==> config.mk <==
export PLATFORM = sky130hd
export DESIGN_NAME = pkt_serializer
export DESIGN_NICKNAME = d
export VERILOG_FILES = /design/src/rtl/pkt_ser_pkg.sv /design/src/rtl/pkt_fifo.sv /design/src/rtl/pkt_serializer.sv
export SDC_FILE = /design/constraint.sdc
export NUM_CORES = 1
export LEC_CHECK = 0
export CAP_MARGIN = 20
export CELL_PAD_IN_SITES_DETAIL_PLACEMENT = 1
export CELL_PAD_IN_SITES_GLOBAL_PLACEMENT = 1
export CORE_MARGIN = 1.5
export CORE_UTILIZATION = 45
export DETAILED_ROUTE_END_ITERATION = 8
export PLACE_DENSITY = 0.8
export RECOVER_POWER = 100
export SLEW_MARGIN = 20
export SYNTH_ARGS = -nofsm -noshare
export SYNTH_HDL_FRONTEND = slang
export SYNTH_HIERARCHICAL = 1
export SYNTH_SLANG_ARGS = --single-unit
==> constraint.sdc <==
create_clock -name clk_i -period 2.49 [get_ports clk_i]
set_input_delay 0.249 -clock clk_i [delete_from_list [all_inputs] [get_ports clk_i]]
set_output_delay 0.249 -clock clk_i [all_outputs]
set_load 0.005 [all_outputs]
==> src/rtl/pkt_ser_pkg.sv <==
// Shared types and width helpers for the packet serializer and its sample FIFO.
package pkt_ser_pkg;

    // Serializer control states.
    typedef enum logic [1:0] {
        IDLE  = 2'd0,
        LOAD  = 2'd1,
        SHIFT = 2'd2
    } ser_state_t;

    localparam int WIDTH_DEF      = 16;
    localparam int FIFO_DEPTH_DEF = 4;

    // FIFO pointers carry one extra wrap bit above the address.
    function automatic int calc_ptr_w(input int depth);
        return $clog2(depth) + 1;
    endfunction

    // Bit counter spans both slots of a frame.
    function automatic int calc_bitcnt_w(input int width);
        return $clog2(2 * width);
    endfunction

    localparam int PTR_W    = calc_ptr_w(FIFO_DEPTH_DEF);
    localparam int BITCNT_W = calc_bitcnt_w(WIDTH_DEF);

    typedef logic [WIDTH_DEF-1:0] sample_t;

endpackage

==> src/rtl/pkt_fifo.sv <==
// Synchronous sample FIFO with wrap-bit pointers; read data is the current head.
module pkt_fifo
    import pkt_ser_pkg::*;
#(
    parameter int WIDTH      = 16,
    parameter int FIFO_DEPTH = 4
) (
    input  logic             clk_i,
    input  logic             rst_n_i,
    input  logic             push_i,
    input  logic             pop_i,
    input  logic [WIDTH-1:0] wdata_i,
    output logic [WIDTH-1:0] rdata_o,
    output logic             full_o,
    output logic             empty_o
);

    localparam int PW = calc_ptr_w(FIFO_DEPTH);
    localparam int AW = PW - 1;

    logic [WIDTH-1:0] mem_r [FIFO_DEPTH];
    logic [PW-1:0]    wr_ptr_r;
    logic [PW-1:0]    rd_ptr_r;
    logic [PW-1:0]    wr_ptr_nxt_s;
    logic [PW-1:0]    rd_ptr_nxt_s;
    logic             full_r;

    // Next pointer values, used both for the pointer registers and the full flag.
    always_comb begin
        wr_ptr_nxt_s = wr_ptr_r;
        rd_ptr_nxt_s = rd_ptr_r;
        if (push_i) begin
            wr_ptr_nxt_s = wr_ptr_r + PW'(1);
        end else begin
            wr_ptr_nxt_s = wr_ptr_r;
        end
        if (pop_i) begin
            rd_ptr_nxt_s = rd_ptr_r + PW'(1);
        end else begin
            rd_ptr_nxt_s = rd_ptr_r;
        end
    end

    // Pointer and full-flag registers; full reflects occupancy after this edge.
    always_ff @(posedge clk_i or negedge rst_n_i) begin
        if (!rst_n_i) begin
            wr_ptr_r <= '0;
            rd_ptr_r <= '0;
            full_r   <= 1'b0;
        end else begin
            wr_ptr_r <= wr_ptr_nxt_s;
            rd_ptr_r <= rd_ptr_nxt_s;
            full_r   <= (wr_ptr_nxt_s[PW-1] != rd_ptr_nxt_s[PW-1]) &&
                        (wr_ptr_nxt_s[AW-1:0] == rd_ptr_nxt_s[AW-1:0]);
        end
    end

    // Sample storage; contents are don't-care once the pointers are reset.
    always_ff @(posedge clk_i) begin
        if (push_i) begin
            mem_r[wr_ptr_r[AW-1:0]] <= wdata_i;
        end
    end

    assign rdata_o = mem_r[rd_ptr_r[AW-1:0]];
    assign full_o  = full_r;
    assign empty_o = (wr_ptr_r == rd_ptr_r);

endmodule

==> src/rtl/pkt_serializer.sv <==
// Packet serializer: buffers mono samples and streams them as left-justified
// stereo (same sample in both slots) on sclk/lrclk/sdata.
// Build option PKT_SER_STICKY_ERR_EN: overflow/underflow flags latch until reset
// instead of pulsing once per event.
module pkt_serializer
    import pkt_ser_pkg::*;
#(
    parameter int WIDTH      = 16,
    parameter int CLK_DIV    = 4,
    parameter int FIFO_DEPTH = 4
) (
    input  logic             clk_i,
    input  logic             rst_n_i,
    input  logic [WIDTH-1:0] pkt_i,
    input  logic             pktValid_i,
    output logic             sclk_o,
    output logic             lrclk_o,
    output logic             sdata_o,
    output logic             fifoFull_o,
    output logic             overflow_o,
    output logic             underflow_o
);

    localparam int BCW   = calc_bitcnt_w(WIDTH);
    localparam int DIV_W = (CLK_DIV > 1) ? $clog2(CLK_DIV) : 1;
    localparam logic [DIV_W-1:0] DIV_LAST   = DIV_W'(CLK_DIV - 1);
    localparam logic [BCW-1:0]   SLOT_LAST  = BCW'(WIDTH - 1);
    localparam logic [BCW-1:0]   FRAME_LAST = BCW'(2 * WIDTH - 1);

    ser_state_t       state_r;
    ser_state_t       state_nxt_s;
    logic [DIV_W-1:0] div_r;
    logic [BCW-1:0]   bit_cnt_r;
    logic [WIDTH-1:0] shift_r;
    logic [WIDTH-1:0] hold_r;
    logic             sclk_r;
    logic             lrclk_r;
    logic             sdata_r;
    logic             overflow_r;
    logic             underflow_r;

    logic [WIDTH-1:0] head_s;
    logic             fifo_full_s;
    logic             fifo_empty_s;
    logic             push_s;
    logic             pop_s;
    logic             load_s;
    logic             tick_s;
    logic             frame_end_s;
    logic             overflow_evt_s;
    logic             underflow_evt_s;

    pkt_fifo #(
        .WIDTH      (WIDTH),
        .FIFO_DEPTH (FIFO_DEPTH)
    ) u_fifo (
        .clk_i   (clk_i),
        .rst_n_i (rst_n_i),
        .push_i  (push_s),
        .pop_i   (pop_s),
        .wdata_i (pkt_i),
        .rdata_o (head_s),
        .full_o  (fifo_full_s),
        .empty_o (fifo_empty_s)
    );

    // State register.
    always_ff @(posedge clk_i or negedge rst_n_i) begin
        if (!rst_n_i) begin
            state_r <= IDLE;
        end else begin
            state_r <= state_nxt_s;
        end
    end

    // Next state, FIFO pop/push decisions and error events.
    always_comb begin
        state_nxt_s     = state_r;
        pop_s           = 1'b0;
        load_s          = 1'b0;
        underflow_evt_s = 1'b0;
        tick_s          = (div_r == DIV_LAST);
        frame_end_s     = tick_s && sclk_r && (bit_cnt_r == FRAME_LAST);
        case (state_r)
            IDLE: begin
                if (!fifo_empty_s) begin
                    state_nxt_s = LOAD;
                end else begin
                    state_nxt_s = IDLE;
                end
            end
            LOAD: begin
                pop_s       = 1'b1;
                load_s      = 1'b1;
                state_nxt_s = SHIFT;
            end
            SHIFT: begin
                if (frame_end_s) begin
                    if (!fifo_empty_s) begin
                        // Back-to-back frame: next sample loads on this same falling edge.
                        pop_s       = 1'b1;
                        load_s      = 1'b1;
                        state_nxt_s = SHIFT;
                    end else begin
                        underflow_evt_s = 1'b1;
                        state_nxt_s     = IDLE;
                    end
                end else begin
                    state_nxt_s = SHIFT;
                end
            end
            default: begin
                state_nxt_s = IDLE;
            end
        endcase
        // A full FIFO still accepts a write when a pop frees a slot this cycle.
        push_s         = pktValid_i && (!fifo_full_s || pop_s);
        overflow_evt_s = pktValid_i && fifo_full_s && !pop_s;
    end

    // Serial datapath: divider, bit clock, bit counter and shift register.
    always_ff @(posedge clk_i or negedge rst_n_i) begin
        if (!rst_n_i) begin
            div_r     <= '0;
            bit_cnt_r <= '0;
            shift_r   <= '0;
            hold_r    <= '0;
            sclk_r    <= 1'b0;
            lrclk_r   <= 1'b0;
            sdata_r   <= 1'b0;
        end else if (load_s) begin
            shift_r   <= head_s;
            hold_r    <= head_s;
            sdata_r   <= head_s[WIDTH-1];
            lrclk_r   <= 1'b0;
            sclk_r    <= 1'b0;
            div_r     <= '0;
            bit_cnt_r <= '0;
        end else if (state_r == SHIFT) begin
            if (tick_s) begin
                div_r  <= '0;
                sclk_r <= ~sclk_r;
                if (sclk_r) begin
                    if (bit_cnt_r == FRAME_LAST) begin
                        // Frame over with nothing queued: stream stops low.
                        sdata_r   <= 1'b0;
                        lrclk_r   <= 1'b0;
                        bit_cnt_r <= '0;
                    end else if (bit_cnt_r == SLOT_LAST) begin
                        // Replay the held sample in the right slot.
                        shift_r   <= hold_r;
                        sdata_r   <= hold_r[WIDTH-1];
                        lrclk_r   <= 1'b1;
                        bit_cnt_r <= bit_cnt_r + BCW'(1);
                    end else begin
                        shift_r   <= {shift_r[WIDTH-2:0], 1'b0};
                        sdata_r   <= shift_r[WIDTH-2];
                        bit_cnt_r <= bit_cnt_r + BCW'(1);
                    end
                end
            end else begin
                div_r <= div_r + DIV_W'(1);
            end
        end else begin
            div_r   <= '0;
            sclk_r  <= 1'b0;
            lrclk_r <= 1'b0;
            sdata_r <= 1'b0;
        end
    end

    // Error flags: sticky or single-cycle pulses depending on build.
    always_ff @(posedge clk_i or negedge rst_n_i) begin
        if (!rst_n_i) begin
            overflow_r  <= 1'b0;
            underflow_r <= 1'b0;
        end else begin
`ifdef PKT_SER_STICKY_ERR_EN
            overflow_r  <= overflow_r  | overflow_evt_s;
            underflow_r <= underflow_r | underflow_evt_s;
`else
            overflow_r  <= overflow_evt_s;
            underflow_r <= underflow_evt_s;
`endif
        end
    end

    assign sclk_o      = sclk_r;
    assign lrclk_o     = lrclk_r;
    assign sdata_o     = sdata_r;
    assign fifoFull_o  = fifo_full_s;
    assign overflow_o  = overflow_r;
    assign underflow_o = underflow_r;

endmodule

==> run summary <==
status - completed
register area share after synthesis - 0.625
setup tns final - 0 ns
Mapped Area - 5150 sq um
worst setup path startpoint - bit_cnt_r[0]$_DFFE_PN0P_
pre-CTS setup slack - 0.0343 ns
Netlist cell types - 47
Initial DRT Pass Iterations - 4
post-placement cell count - 527
Remaining DRCs - 0
adder-cell share of the synthesized area - 0.0316
buffers added on ports - 24
ANT cells - 0
drt initial violations - 94
vias in the first global route - 3,296
worst path cell trace - ha_2 > and3_4 > ha_4 > nand3b_1 > o21a_4 > a21boi_4 > mux2_4 > xor2_1 > nor4b_2
main combinational cell family by area after synthesis - simple AND/OR/NAND/NOR gates
cells after synthesis - 365
Worst Skew - 0.00784 ns
hold path cells - 1
Final Setup Violations - 0
CTS Buf Count - 17
die width - 110 microns
nets - 441
compound-cell area share of the yosys netlist - 0.0932
WP data required - 2.81 ns
post-synthesis xor/xnor area fraction - 0.0136
peak supply drop - 0.000694 V
global placement routability congestion - 0.781
starting density of the core - 0.469
CP Data Arrival Time - 2.73 ns
P&R area growth vs syn - 20.5%
instance count on the critical path - 9
FF-to-FF setup slack - 0.08 ns
clk_lat worst skew - 0.41 ns
Startpoint Class - register
Max-Cap Viols - 0
hold slack - 0.446 ns
Avg Inst Size Synth - 14.1 sq um
total gr overflow - 0
clock root cell - clkbuf_16
TritonCTS clock tree - built
CP endpoint - u_fifo/full_o$_DFF_PN0_
Final ANT Viol Nets - 0
number of fill cells - 1,042
gr usage total - 0.200
die area - 12,100 sq um
routed via count - 3,050
Via density - 5.43
Clock Path Buffers - 2
WL final - 10,800 microns
first-pass GRT wire length - 17,500 microns
Finished Layout Cells - 562
#FFs+latches synth - 116
final hold vios - 0
Leak - 0.00248 uW
layout cells sized above 1 - 0.239
initial antenna violation count - 0
CP Buf/Inv Count - 0
pin count of the biggest net entering global routing - 38
NetSw - 2560 uW
post-synthesis mux area share - 0.0835
Worst Tran Pin Value - 0.970 ns
Syn Nets - 397
htree depth - 4
Post-synth EDFFs - 64
P_int - 4910 uW
# IOs - 25
Sink Count - 116
R2R cell count - 9
slew margin rel. - 0.353
Crit Reg-Reg Endpoint - u_fifo/full_o$_DFF_PN0_
Synth Area in Simple Gates - 0.116
Die H - 110 microns
RR Startpoint - bit_cnt_r[0]$_DFFE_PN0P_
fin crit period - 2.41 ns
crit path capture type - register
sequential share of power - 0.378
Power Dens Cells - 1200 nW/um^2
Tcrit/Tclk final - 0.968
Sw Ratio - 0.343
hold_sp - div_r[0]$_DFF_PN0_
WL/cell - 19.2 microns
Slowest-stage cell, CP - dfrtp_1
hold crit path type - register to register
DPL Wire Length - 6660 microns
Clock Power Share - 0.298
CP Max Fanout - 6
FMAX - 415 MHz
ys async rst share - 0.448
final worst slack - 0.0788 ns
CP max stage delay - 0.40 ns
num rows - 38
fin. max-slew vios - 0
core area - 11,000 sq um
CTS clk-pin slew, worst paths - 0.06 ns
ys flop type - edfxtp_1
Comb power frac - 0.324
YS warnings - 6
WS Path Type - register to register
CP delay by family, top - simple AND/OR/NAND/NOR gates
[cells in the final DEF (no fill, tap or decap), types with 3 or more instances in the layout]
| master | Yosys | layout |
|---|---|---|
| a211oi_1 | 4 | 4 |
| a211oi_2 | 11 | 11 |
| a21oi_1 | 5 | 5 |
| and2_2 | 4 | 4 |
| buf_12 | 1 | 4 |
| buf_4 | 3 | 12 |
| clkbuf_1 | 3 | 4 |
| clkbuf_16 | 0 | 17 |
| clkinv_4 | 1 | 5 |
| clkinvlp_4 | 0 | 3 |
| dfrtp_1 | 52 | 52 |
| dlygate4sd3_1 | 0 | 22 |
| edfxtp_1 | 64 | 64 |
| ha_1 | 13 | 10 |
| inv_1 | 8 | 8 |
| inv_6 | 0 | 7 |
| mux4_1 | 5 | 5 |
| mux4_2 | 11 | 11 |
| nand2_1 | 68 | 68 |
| nand3_1 | 5 | 5 |
| nand3b_1 | 3 | 3 |
| nor2_1 | 17 | 17 |
| nor2b_1 | 16 | 16 |
| nor3_1 | 5 | 5 |
| o21ai_0 | 5 | 5 |
| o31ai_1 | 3 | 3 |
| o31ai_2 | 11 | 11 |
| xor2_1 | 6 | 6 |
[worst min-delay path by stage]
stage                                          end  slack [ns]
after CTS                       div_r[0]$_DFF_PN0_        0.45
after floorplan           bit_cnt_r[0]$_DFFE_PN0P_       -0.05
after global placement      hold_r[10]$_DFFE_PN0P_        0.41
after global routing            div_r[0]$_DFF_PN0_        0.48
final                           div_r[0]$_DFF_PN0_        0.45
after detailed placement    hold_r[10]$_DFFE_PN0P_        0.43
[timing repair]
item | in CTS | in global routing
buffers inserted | 0 | 2
gates resized for setup | 1 | 5
pin swaps | 0 | 1
hold buffers | 1 | 0
hold endpoints to repair | 35 | 0
setup endpoints to repair | 25 | 67
[metrics by stage]
stage          cell area [sq um]   util  power (uW)
6_report                    6210  0.566        7460
5_1_grt                     6210  0.566        7870
4_1_cts                     6190  0.564        7540
3_5_place_dp                5630  0.513        5240
3_3_place_gp                5630  0.513        5080
2_1_floorplan               5190      -        4550
[sequential cells by signal, indices dropped and copies added, names as in the netlist, 2 cells and up]
register,cells
bit_cnt_r,5
div_r,2
u_fifo/wr_ptr_r,3
u_fifo/mem_r,64
shift_r,15
hold_r,16
state_r,2
u_fifo/rd_ptr_r,3
[cells in the mapped netlist (6+ instances only)]
library cell	instances	area share
xor2_1	6	0.010
nor2b_1	16	0.019
nor2_1	17	0.012
a211oi_2	11	0.027
inv_1	8	0.0058
dfrtp_1	52	0.25
o31ai_2	11	0.027
buf_2	7	0.0068
edfxtp_1	64	0.37
nand2_1	68	0.050
ha_1	13	0.032
mux4_2	11	0.048
[cell families after synthesis]
family / count (synthesis)
and+or+nand+nor: 128
DFF: 116
AOI/OAI and AO/OA: 51
xor gates and xnor gates: 8
buffers and inverters: 29
adders and majority gates: 13
muxes: 20
[layout make-up]
type | instances | area [sq um] | share of cell area
tap | 140 | 175 | 0.0282
clock buffer | 18 | 429 | 0.0691
multi-input combinational | 220 | 1790 | 0.288
timing repair buffer | 45 | 438 | 0.0705
inverter | 9 | 38.8 | 0.00624
sequential | 116 | 3220 | 0.519
clock inverter | 14 | 119 | 0.0191
[per-layer routing]
layer,vias up,share of wire,track usage
met4,0,0.013,0.0696
met3,14,0.026,0.0547
li1,1419,-,-
met2,49,0.50,0.317
met5,-,0,0
met1,1568,0.46,0.267
[power by group through the flow]
stage | logic, uW | clock network (uW) | registers [uW]
after floorplan | 1790 | 0 | 2760
after global placement | 2290 | 0 | 2800
after detailed placement | 2400 | 0 | 2840
after CTS | 2460 | 2260 | 2820
after global routing | 2650 | 2350 | 2870
final | 2420 | 2220 | 2820
(Power assumes the default switching activity.)
